$ cat config.mk
export PLATFORM = sky130hd
export DESIGN_NAME = alu_seq_flat
export DESIGN_NICKNAME = d
export VERILOG_FILES = /design/src/rtl/alu_seq_if.sv /design/src/rtl/alu_seq.sv /design/src/flat_wrapper.sv
export SDC_FILE = /design/constraint.sdc
export NUM_CORES = 1
export LEC_CHECK = 0
export CORE_MARGIN = 10
export CORE_UTILIZATION = 43
export DETAILED_ROUTE_END_ITERATION = 8
export GPL_TIMING_DRIVEN = 1
export PLACE_DENSITY = 0.83
export SYNTH_ARGS = -nofsm -noshare
export SYNTH_HDL_FRONTEND = slang
export SYNTH_SLANG_ARGS = --single-unit
$ cat constraint.sdc
create_clock -name clk -period 1.9 [get_ports clk]
set_input_delay 0.475 -clock clk [delete_from_list [all_inputs] [get_ports clk]]
set_output_delay 0.475 -clock clk [all_outputs]
set_load 0.005 [all_outputs]
$ cat src/rtl/alu_seq_if.sv
// alu_seq_if: command, external-ALU and result bus for alu_seq.
interface alu_seq_if;
  logic       cmd_valid;
  logic       cmd_ready;
  logic [2:0] cmd_op;
  logic [3:0] cmd_data;
  logic [3:0] alu_a;
  logic [3:0] alu_b;
  logic [2:0] alu_sel;
  logic [3:0] alu_y;
  logic       alu_carry;
  logic       res_valid;
  logic       res_ready;
  logic [3:0] res_data;
  logic       res_carry;
  logic       res_zero;
  logic [3:0] acc;
  logic [7:0] ops_done;
  modport master (
    output cmd_valid, cmd_op, cmd_data, alu_y, alu_carry, res_ready,
    input  cmd_ready, alu_a, alu_b, alu_sel, res_valid, res_data, res_carry, res_zero, acc, ops_done
  );
  modport slave (
    input  cmd_valid, cmd_op, cmd_data, alu_y, alu_carry, res_ready,
    output cmd_ready, alu_a, alu_b, alu_sel, res_valid, res_data, res_carry, res_zero, acc, ops_done
  );
endinterface

$ cat src/rtl/alu_seq.sv
// alu_seq: accumulator sequencer around an external combinational ALU with
// valid/ready command and result handshakes.
module alu_seq #(
  parameter logic [2:0] LOAD_OP = 3'b111,
  parameter logic [2:0] CLR_OP  = 3'b110
) (
  input  logic     clk,
  input  logic     rst_n,
  alu_seq_if.slave bus
);
  typedef enum logic [1:0] {IDLE, EXEC, RESP} state_t;
  state_t     state_q;
  logic [2:0] op_q;
  logic [3:0] data_q;
  logic [3:0] acc_q;
  logic [3:0] res_data_q;
  logic       res_carry_q;
  logic       res_valid_q;
  logic       cmd_ready_q;
  logic [7:0] ops_done_q;
  logic [3:0] acc_d;
  logic       carry_d;
  // LOAD and CLR bypass the ALU and always report no carry
  always_comb begin
    acc_d   = op_q == LOAD_OP ? data_q : op_q == CLR_OP ? 4'd0 : bus.alu_y;
    carry_d = (op_q == LOAD_OP || op_q == CLR_OP) ? 1'b0 : bus.alu_carry;
  end
  always_ff @(posedge clk or negedge rst_n) begin
    if (!rst_n) begin
      state_q     <= IDLE;
      op_q        <= '0;
      data_q      <= '0;
      acc_q       <= '0;
      res_data_q  <= '0;
      res_carry_q <= 1'b0;
      res_valid_q <= 1'b0;
      cmd_ready_q <= 1'b0;
      ops_done_q  <= '0;
    end else begin
      case (state_q)
        IDLE: begin
          if (bus.cmd_valid && cmd_ready_q) begin
            op_q        <= bus.cmd_op;
            data_q      <= bus.cmd_data;
            cmd_ready_q <= 1'b0;
            state_q     <= EXEC;
          end else begin
            cmd_ready_q <= 1'b1;
          end
        end
        EXEC: begin
          acc_q       <= acc_d;
          res_data_q  <= acc_d;
          res_carry_q <= carry_d;
          res_valid_q <= 1'b1;
          state_q     <= RESP;
        end
        RESP: begin
          if (bus.res_ready) begin
            res_valid_q <= 1'b0;
            cmd_ready_q <= 1'b1;
            ops_done_q  <= ops_done_q == 8'hFF ? ops_done_q : ops_done_q + 8'd1;
            state_q     <= IDLE;
          end
        end
        default: begin
          res_valid_q <= 1'b0;
          cmd_ready_q <= 1'b0;
          state_q     <= IDLE;
        end
      endcase
    end
  end
  assign bus.cmd_ready = cmd_ready_q;
  assign bus.alu_a     = acc_q;
  assign bus.alu_b     = data_q;
  assign bus.alu_sel   = op_q;
  assign bus.res_valid = res_valid_q;
  assign bus.res_data  = res_data_q;
  assign bus.res_carry = res_carry_q;
  assign bus.res_zero  = res_data_q == 4'd0;
  assign bus.acc       = acc_q;
  assign bus.ops_done  = ops_done_q;
endmodule

$ cat src/flat_wrapper.sv
// flat-port wrapper written by rule: the top's interface ports become plain ports
module alu_seq_flat 
#(
  parameter logic [2:0] LOAD_OP = 3'b111,
  parameter logic [2:0] CLR_OP  = 3'b110
)
  (clk, rst_n, bus_cmd_valid, bus_cmd_op, bus_cmd_data, bus_alu_y, bus_alu_carry, bus_res_ready, bus_cmd_ready, bus_alu_a, bus_alu_b, bus_alu_sel, bus_res_valid, bus_res_data, bus_res_carry, bus_res_zero, bus_acc, bus_ops_done);
  alu_seq_if bus_i ();
  input  logic clk;
  input  logic rst_n;
  input wire logic [$bits(bus_i.cmd_valid)-1:0] bus_cmd_valid;
  input wire logic [$bits(bus_i.cmd_op)-1:0] bus_cmd_op;
  input wire logic [$bits(bus_i.cmd_data)-1:0] bus_cmd_data;
  input wire logic [$bits(bus_i.alu_y)-1:0] bus_alu_y;
  input wire logic [$bits(bus_i.alu_carry)-1:0] bus_alu_carry;
  input wire logic [$bits(bus_i.res_ready)-1:0] bus_res_ready;
  output wire logic [$bits(bus_i.cmd_ready)-1:0] bus_cmd_ready;
  output wire logic [$bits(bus_i.alu_a)-1:0] bus_alu_a;
  output wire logic [$bits(bus_i.alu_b)-1:0] bus_alu_b;
  output wire logic [$bits(bus_i.alu_sel)-1:0] bus_alu_sel;
  output wire logic [$bits(bus_i.res_valid)-1:0] bus_res_valid;
  output wire logic [$bits(bus_i.res_data)-1:0] bus_res_data;
  output wire logic [$bits(bus_i.res_carry)-1:0] bus_res_carry;
  output wire logic [$bits(bus_i.res_zero)-1:0] bus_res_zero;
  output wire logic [$bits(bus_i.acc)-1:0] bus_acc;
  output wire logic [$bits(bus_i.ops_done)-1:0] bus_ops_done;
  assign bus_i.cmd_valid = bus_cmd_valid;
  assign bus_i.cmd_op = bus_cmd_op;
  assign bus_i.cmd_data = bus_cmd_data;
  assign bus_i.alu_y = bus_alu_y;
  assign bus_i.alu_carry = bus_alu_carry;
  assign bus_i.res_ready = bus_res_ready;
  assign bus_cmd_ready = bus_i.cmd_ready;
  assign bus_alu_a = bus_i.alu_a;
  assign bus_alu_b = bus_i.alu_b;
  assign bus_alu_sel = bus_i.alu_sel;
  assign bus_res_valid = bus_i.res_valid;
  assign bus_res_data = bus_i.res_data;
  assign bus_res_carry = bus_i.res_carry;
  assign bus_res_zero = bus_i.res_zero;
  assign bus_acc = bus_i.acc;
  assign bus_ops_done = bus_i.ops_done;
  alu_seq #(.LOAD_OP(LOAD_OP), .CLR_OP(CLR_OP)) u_core (.clk(clk), .rst_n(rst_n), .bus(bus_i));
endmodule
==> flow_summary.json <==
{
  "n_fill_cell": 234,
  "maxCapViolations": 0,
  "vias": 915,
  "grt_pass1_wl_um": 4885,
  "routedWlPerCell_um": 17.00,
  "p_int_mw": 1.800,
  "cp.buffers_inverters": 1,
  "setup-tns-final_ns": 0,
  "dpl_worst_slack_ns": 0.03063,
  "finish.utilization_pct": 64.27,
  "drive_above_1_share_pct": 17.24,
  "drc": 0,
  "finalSetupViolCount": 0,
  "postCtsHoldBufs": 0,
  "clock.fmax_mhz": 553.2,
  "worst_slack_ns": 0.09222,
  "die-area_sq_um": 5320,
  "synth_top_cell_by_area": "dfrtp_1",
  "final.setup_skew_ns": 0.007093,
  "cts_tree": "built",
  "first_pass_iters": 4,
  "required_ns": 1.42,
  "clock-sinks": 24,
  "power_frac_clock_pct": 14.0,
  "avgViaCountPerCell": 5.199,
  "switching_share_pct": 31.55,
  "crit_path_end": "bus_ops_done[3]",
  "syn_avg_cell_area_sq_um": 12.29,
  "ys_seq_area_share_pct": 49.84,
  "hp-class": "primary input to async pin",
  "htree_levels": 1,
  "clock_latency_ns": 0.31,
  "ant_nets": 0,
  "syn-num-nets": 115,
  "tightest_slew_ns": 0.3233,
  "start_util_pct": 44.46,
  "rr_startpoint": "u_core.bus.ops_done[0]$_DFFE_PN0P_",
  "fp-row-count": 19,
  "first_global_vias": 999,
  "clockBufferDepth": 2,
  "cp.depth": 1,
  "worstReg2RegEnd": "u_core.bus.ops_done[1]$_DFFE_PN0P_",
  "crit_chain": "clkdlybuf4s50_1",
  "layout_common_cells": "45 x clkdlybuf4s50_1, 24 x dfrtp_1, 11 x nand2_1, 8 x mux2_4, 7 x buf_4",
  "slowest_delay_ns": 0.55,
  "io_buffers": 46,
  "multi_input_area_sq_um": 518.0,
  "grt_overflow": 0,
  "p_per_area_nw_per_um2": 1510,
  "cp-start-kind": "flip-flop",
  "n_antenna_cell": 0,
  "crit_fanout": 7,
  "ctsRootBufferMaster": "clkbuf_4",
  "slew_viol_final": 0,
  "yosysWarnings": 0,
  "synth_cells": 98,
  "crit_family": "buffers and inverters",
  "seqPwrFrac_pct": 36.1,
  "final.min_clock_period_ns": 1.808,
  "slew_headroom_pct": 78.45,
  "antenna_found_initial": 0,
  "wirelength_um": 2992,
  "netlist.area_leader.share_pct": 49.84,
  "final_common_cell": "clkdlybuf4s50_1",
  "cp_slowest_cell": "clkdlybuf4s50_1",
  "power.switching_uw": 829.6,
  "nNetsFinal": 163,
  "hold_violations": 0,
  "die_h_um": 72.94,
  "outcome": "completed",
  "path_class": "flip-flop to primary output",
  "clk_pin_slew_ns": 0.14,
  "drt_iter0_drc": 14,
  "netlist_top_cells_area": "dfrtp_1 50%, mux2_4 10%, buf_4 5.0%",
  "p_comb_share_pct": 49.9,
  "rsz0062_at_grt": "false",
  "synth_cell_type_count": 30,
  "cts_buffers": 3,
  "grt_max_degree": 25,
  "ff_latch_area_sq_um": 600.6,
  "grt.total_usage_pct": 11.19,
  "r2r_slack_ns": 0.30,
  "irDropWorstVdd_mv": 1.109,
  "pin_count": 47,
  "ys_ff_latch": 24,
  "synthToLayoutAreaGrowth_pct": 44.55,
  "fin_crit_sh_pct": 95.15,
  "worst_ep_arrival_time_ns": 1.33,
  "dp_hpwl_um": 2376,
  "r2r_cells": 4,
  "endpoint_kind": "primary output",
  "netlist_area_sq_um": 1205,
  "cp-startpoint": "u_core.bus.ops_done[3]$_DFFE_PN0P_",
  "p_leak_nw": 0.7678,
  "globalplace.congestion": 0.7695,
  "die_w_um": 72.94,
  "coreArea_sq_um": 2710
}
## layout make-up
type / count / share of cell area [%]
clock buffer: 3 / 1.293
clock inverter: 1 / 1.724
multi-input combinational: 63 / 29.74
sequential: 24 / 34.48
tap: 31 / 2.227
timing repair buffer: 54 / 30.53
## how the worst min path moves through the flow
stage / slack (ns) / to / cells past startpoint / start
3_5_place_dp: 0.49 / u_core.bus.res_carry$_DFFE_PN0P_ / 2 / u_core.bus.res_carry$_DFFE_PN0P_
5_1_grt: 0.50 / u_core.bus.cmd_ready$_DFFE_PN0P_ / 2 / rst_n
3_3_place_gp: 0.47 / u_core.bus.res_valid$_DFFE_PN0P_ / 1 / u_core.bus.res_valid$_DFFE_PN0P_
2_1_floorplan: 0.18 / u_core.bus.acc[0]$_DFFE_PN0P_ / 0 / rst_n
4_1_cts: 0.50 / u_core.bus.cmd_ready$_DFFE_PN0P_ / 2 / rst_n
6_report: 0.49 / u_core.bus.cmd_ready$_DFFE_PN0P_ / 2 / rst_n
## state kept, by name, indices dropped and copies added, names as in the netlist
name and count:
u_core.bus.res_carry 1, u_core.bus.res_valid 1, u_core.bus.ops_done 8, u_core.bus.alu_b 4
u_core.bus.cmd_ready 1, u_core.bus.alu_sel 3, u_core.state_q 2, u_core.bus.acc 4
## stage by stage
stage | area, sq um | power (mW) | cells | hold slack, ns
final | 1742 | 2.630 | 176 | 0.4935
after global routing | 1742 | 2.814 | 176 | 0.5018
after detailed placement | 1668 | 2.257 | 169 | 0.4856
after floorplan | 1205 | 1.565 | 98 | 0.1794
after global placement | 1668 | 2.203 | 169 | 0.4653
after CTS | 1742 | 2.668 | 176 | 0.4995
## repair_timing
item                       in CTS  in global routing
gates resized for setup         1                  0
setup endpoints to repair       1                  0
buffers inserted                3                  0
## power by group through the flow
stage                     combinational (mW)  clock (mW)  sequential (mW)
after global routing                    1.43       0.396            0.991
after CTS                               1.35       0.373            0.950
final                                   1.31       0.368            0.949
after floorplan                        0.610           0            0.955
after detailed placement                1.28           0            0.981
after global placement                  1.25           0            0.957
## worst register-to-register path, cell delays in order (launching register included)
cell     delay, ns
dfrtp_1       0.45
ha_1          0.26
and3_1        0.25
a21o_1        0.24
mux2_4        0.30
## routing by layer
| layer | GRT usage (%) | wire length [um] | vias to the layer above |
|---|---|---|---|
| li1 | - | - | 440 |
| met1 | 12.68 | 1170 | 447 |
| met2 | 19.27 | 1576 | 28 |
| met3 | 4.218 | 245 | 0 |
| met4 | 2.743 | 0 | 0 |
| met5 | 0 | 0 | - |
## cells by family (layout without fill, tap and decap cells)
group	Yosys count	after routing	synth area share, %
muxes	10	10	11.73
buffers and inverters	11	58	7.165
and+or+nand+nor	30	30	16.72
DFF	24	24	49.84
AOI/OAI and AO/OA	17	17	9.866
adders and majority gates	1	1	1.038
xor gates and xnor gates	5	5	3.634
## synth_stat cells, drive strengths merged
cell type	number
xnor2	1
o21ai	7
nor3b	1
nand4b	1
xor2	4
a2111oi	1
a221oi	1
and3	1
nor2	1
nand3b	1
mux2	9
nand2	11
ha	1
nor3	1
buf	10
o21a	1
nand3	2
dfrtp	24
nor4	3
a21oi	5
clkbuf	1
and4	5
a211oi	1
mux2i	1
a21o	1
nand2b	3
Power figures use the tool's default switching activity.
==> edit, RTL diff (same settings) <==
The 3 states of `state_t` get a one-hot encoding in 3 bits.
--- a/src/rtl/alu_seq.sv
+++ b/src/rtl/alu_seq.sv
@@ -9,5 +9,5 @@
   alu_seq_if.slave bus
 );
-  typedef enum logic [1:0] {IDLE, EXEC, RESP} state_t;
+  typedef enum logic [2:0] {IDLE = 3'b001, EXEC = 3'b010, RESP = 3'b100} state_t;
   state_t     state_q;
   logic [2:0] op_q;
Behaviour: same outputs for any inputs over 10 cycles, from zero or initial values and one cycle with rst_n low; not proved beyond that.
==> edit against the original RTL <==
Count of clock-buffer cells in the layout did not move; synthesized area decreased by 0.62%; highest routed layer is now met4; cell area down 1.7%; wire length rose by 2.8%; worst setup slack worse by 8.2 ps; sequential cell count increased by 1; total power is 18% lower.
==> edit: results (changes against the original RTL) <==
stdcell_count: 187  # +6.3%
synth.area.top_cells: "dfrtp_1 50%, mux2_2 10%, buf_4 5.0%"
drive_gt1_frac: 0.205  # +0.0327
p_leak_nw: 0.696  # -9.3%
dr_wl_met3_um: 126  # -49%
seq_area_frac: 0.368  # +0.0233
nets: 174  # +6.7%
clk_pin_slew_ps: 140  # about the same
synth_warnings: 0  # unchanged
critPathMaxStageDelay_ps: 550  # about the same
dp_slack_ps: -202  # -233 ps
synth_cell_types: 28  # -6.7%
cp_slowest_cell: "clkdlybuf4s50_1"
multi_input_area_share: 0.286  # -0.0111
syn_nets: 126  # +9.6%
clk_latency_ps: 320
antenna_cells: 0  # unchanged
synthCells: 109  # +11%
grt_pass1_vias: 1007  # +0.80%
drt_iter0_drc: 59  # +45
arrival_ps: 1340
buffers: 53  # -1.9%
top_area_cell_class: "registers"
seq_cell_count: 25  # +4.2%
n_all_inverters: 3  # +3
wl_met1_um: 1140  # -2.6%
vdd.ir_drop.worst_v: 0.000884  # -20%
highest_layer: "met4"
ff2ff_path_depth: 5  # +1
max-slew-margin-rel: 0.606  # -0.179
fin_worst_skew_ps: 5.58  # -1.51 ps
totalWireLength_um: 3080  # +2.8%
nFillCells: 222  # -5.1%
status: "complete, no violations"
clkbuf_count: 3  # unchanged
synthFlopType: "dfrtp_1"
final-clk-cell-share: 0.0175  # -0.0126
async_flop_share: 1.00  # unchanged
yosysSeqAreaShare: 0.524  # +0.0251
hpwl_um: 2490  # +4.8%
grt_use_total: 0.120  # +0.00842
postCtsSetupRepairBufs: 0  # -3
finalSetupViolations: 0  # unchanged
largest_reg_flops: 8  # unchanged
io_buffers: 46  # unchanged
route.met2.wl_um: 1760  # +12%
yosys-top-cells-count: "24 x dfrtp_1, 11 x mux2_2, 11 x nand2_1"
multi_input_gates: 71  # +13%
cp_top_family: "buffers and inverters"
first_pass_iters: 4  # unchanged
grt_antenna_before_repair: 0  # unchanged
placedCellCount: 183  # +8.3%
finalWeightedCongestion: 0.819  # +6.4%
bufAreaShareNonClock: 0.299  # -0.00656
cts_buffer_depth: 2  # unchanged
htreeDepth: 1  # unchanged
hold_path.class: "input port to async pin"
grt_max_degree: 26  # +4.0%
via_per_inst: 5.26  # +1.2%
grt_pass1_wl_um: 5050  # +3.4%
==> edit: worst paths after layout <==
kind / from / end / slack, ps
setup / recovery: u_core.bus.alu_sel[1] / bus_alu_sel[1] / 80
hold / removal: rst_n / u_core.bus.ops_done[6] / 500
setup reg to reg: u_core.bus.ops_done[1] / u_core.bus.ops_done[1] / 230
hold reg to reg: u_core.bus.res_carry / u_core.bus.res_carry / 550
max in group asynchronous: rst_n / u_core.state_q[0] / 1120
min in group clk: u_core.bus.res_carry / u_core.bus.res_carry / 550
==> edit: per-layer routing <==
layer  global-route usage  up-vias
met3               0.0354        4
met4               0.0464        0
met5                    0        -
li1                     -      480
met1                0.121      479
met2                0.225       21
==> edit: where the power goes <==
group	total [W]	internal, W	switching (W)	leakage, nW
logic	0.000959	0.000637	0.000322	0.383
registers	0.000949	0.000727	0.000222	0.299
clock network	0.000240	0.0000804	0.000160	0.0139
total	0.00215	0.00144	0.000704	0.696
==> edit: cells by family after synthesis <==
logic type	synth area share
compound gates	0.0784
xor+xnor	0.00732
fa+ha+maj	0.0104
buf+inv	0.0669
flops	0.524
mux	0.116
simple gates	0.197
==> edit: through the flow <==
| stage | utilization | setup TNS [ps] | instance area [sq um] |
|---|---|---|---|
| CTS | 0.631 | 0 | 1710 |
| global placement | 0.620 | -408 | 1680 |
| detailed placement | 0.620 | -571 | 1680 |
| global route | 0.632 | 0 | 1710 |
| floorplan | - | 0 | 1200 |
| finish | 0.632 | 0 | 1710 |
==> edit: what timing repair did <==
item / 4_1_cts / 5_1_grt
resized for setup: 1 / 3
hold buffers: 0 / 0
setup endpoints to repair: 1 / 3
cloned: 0 / 0
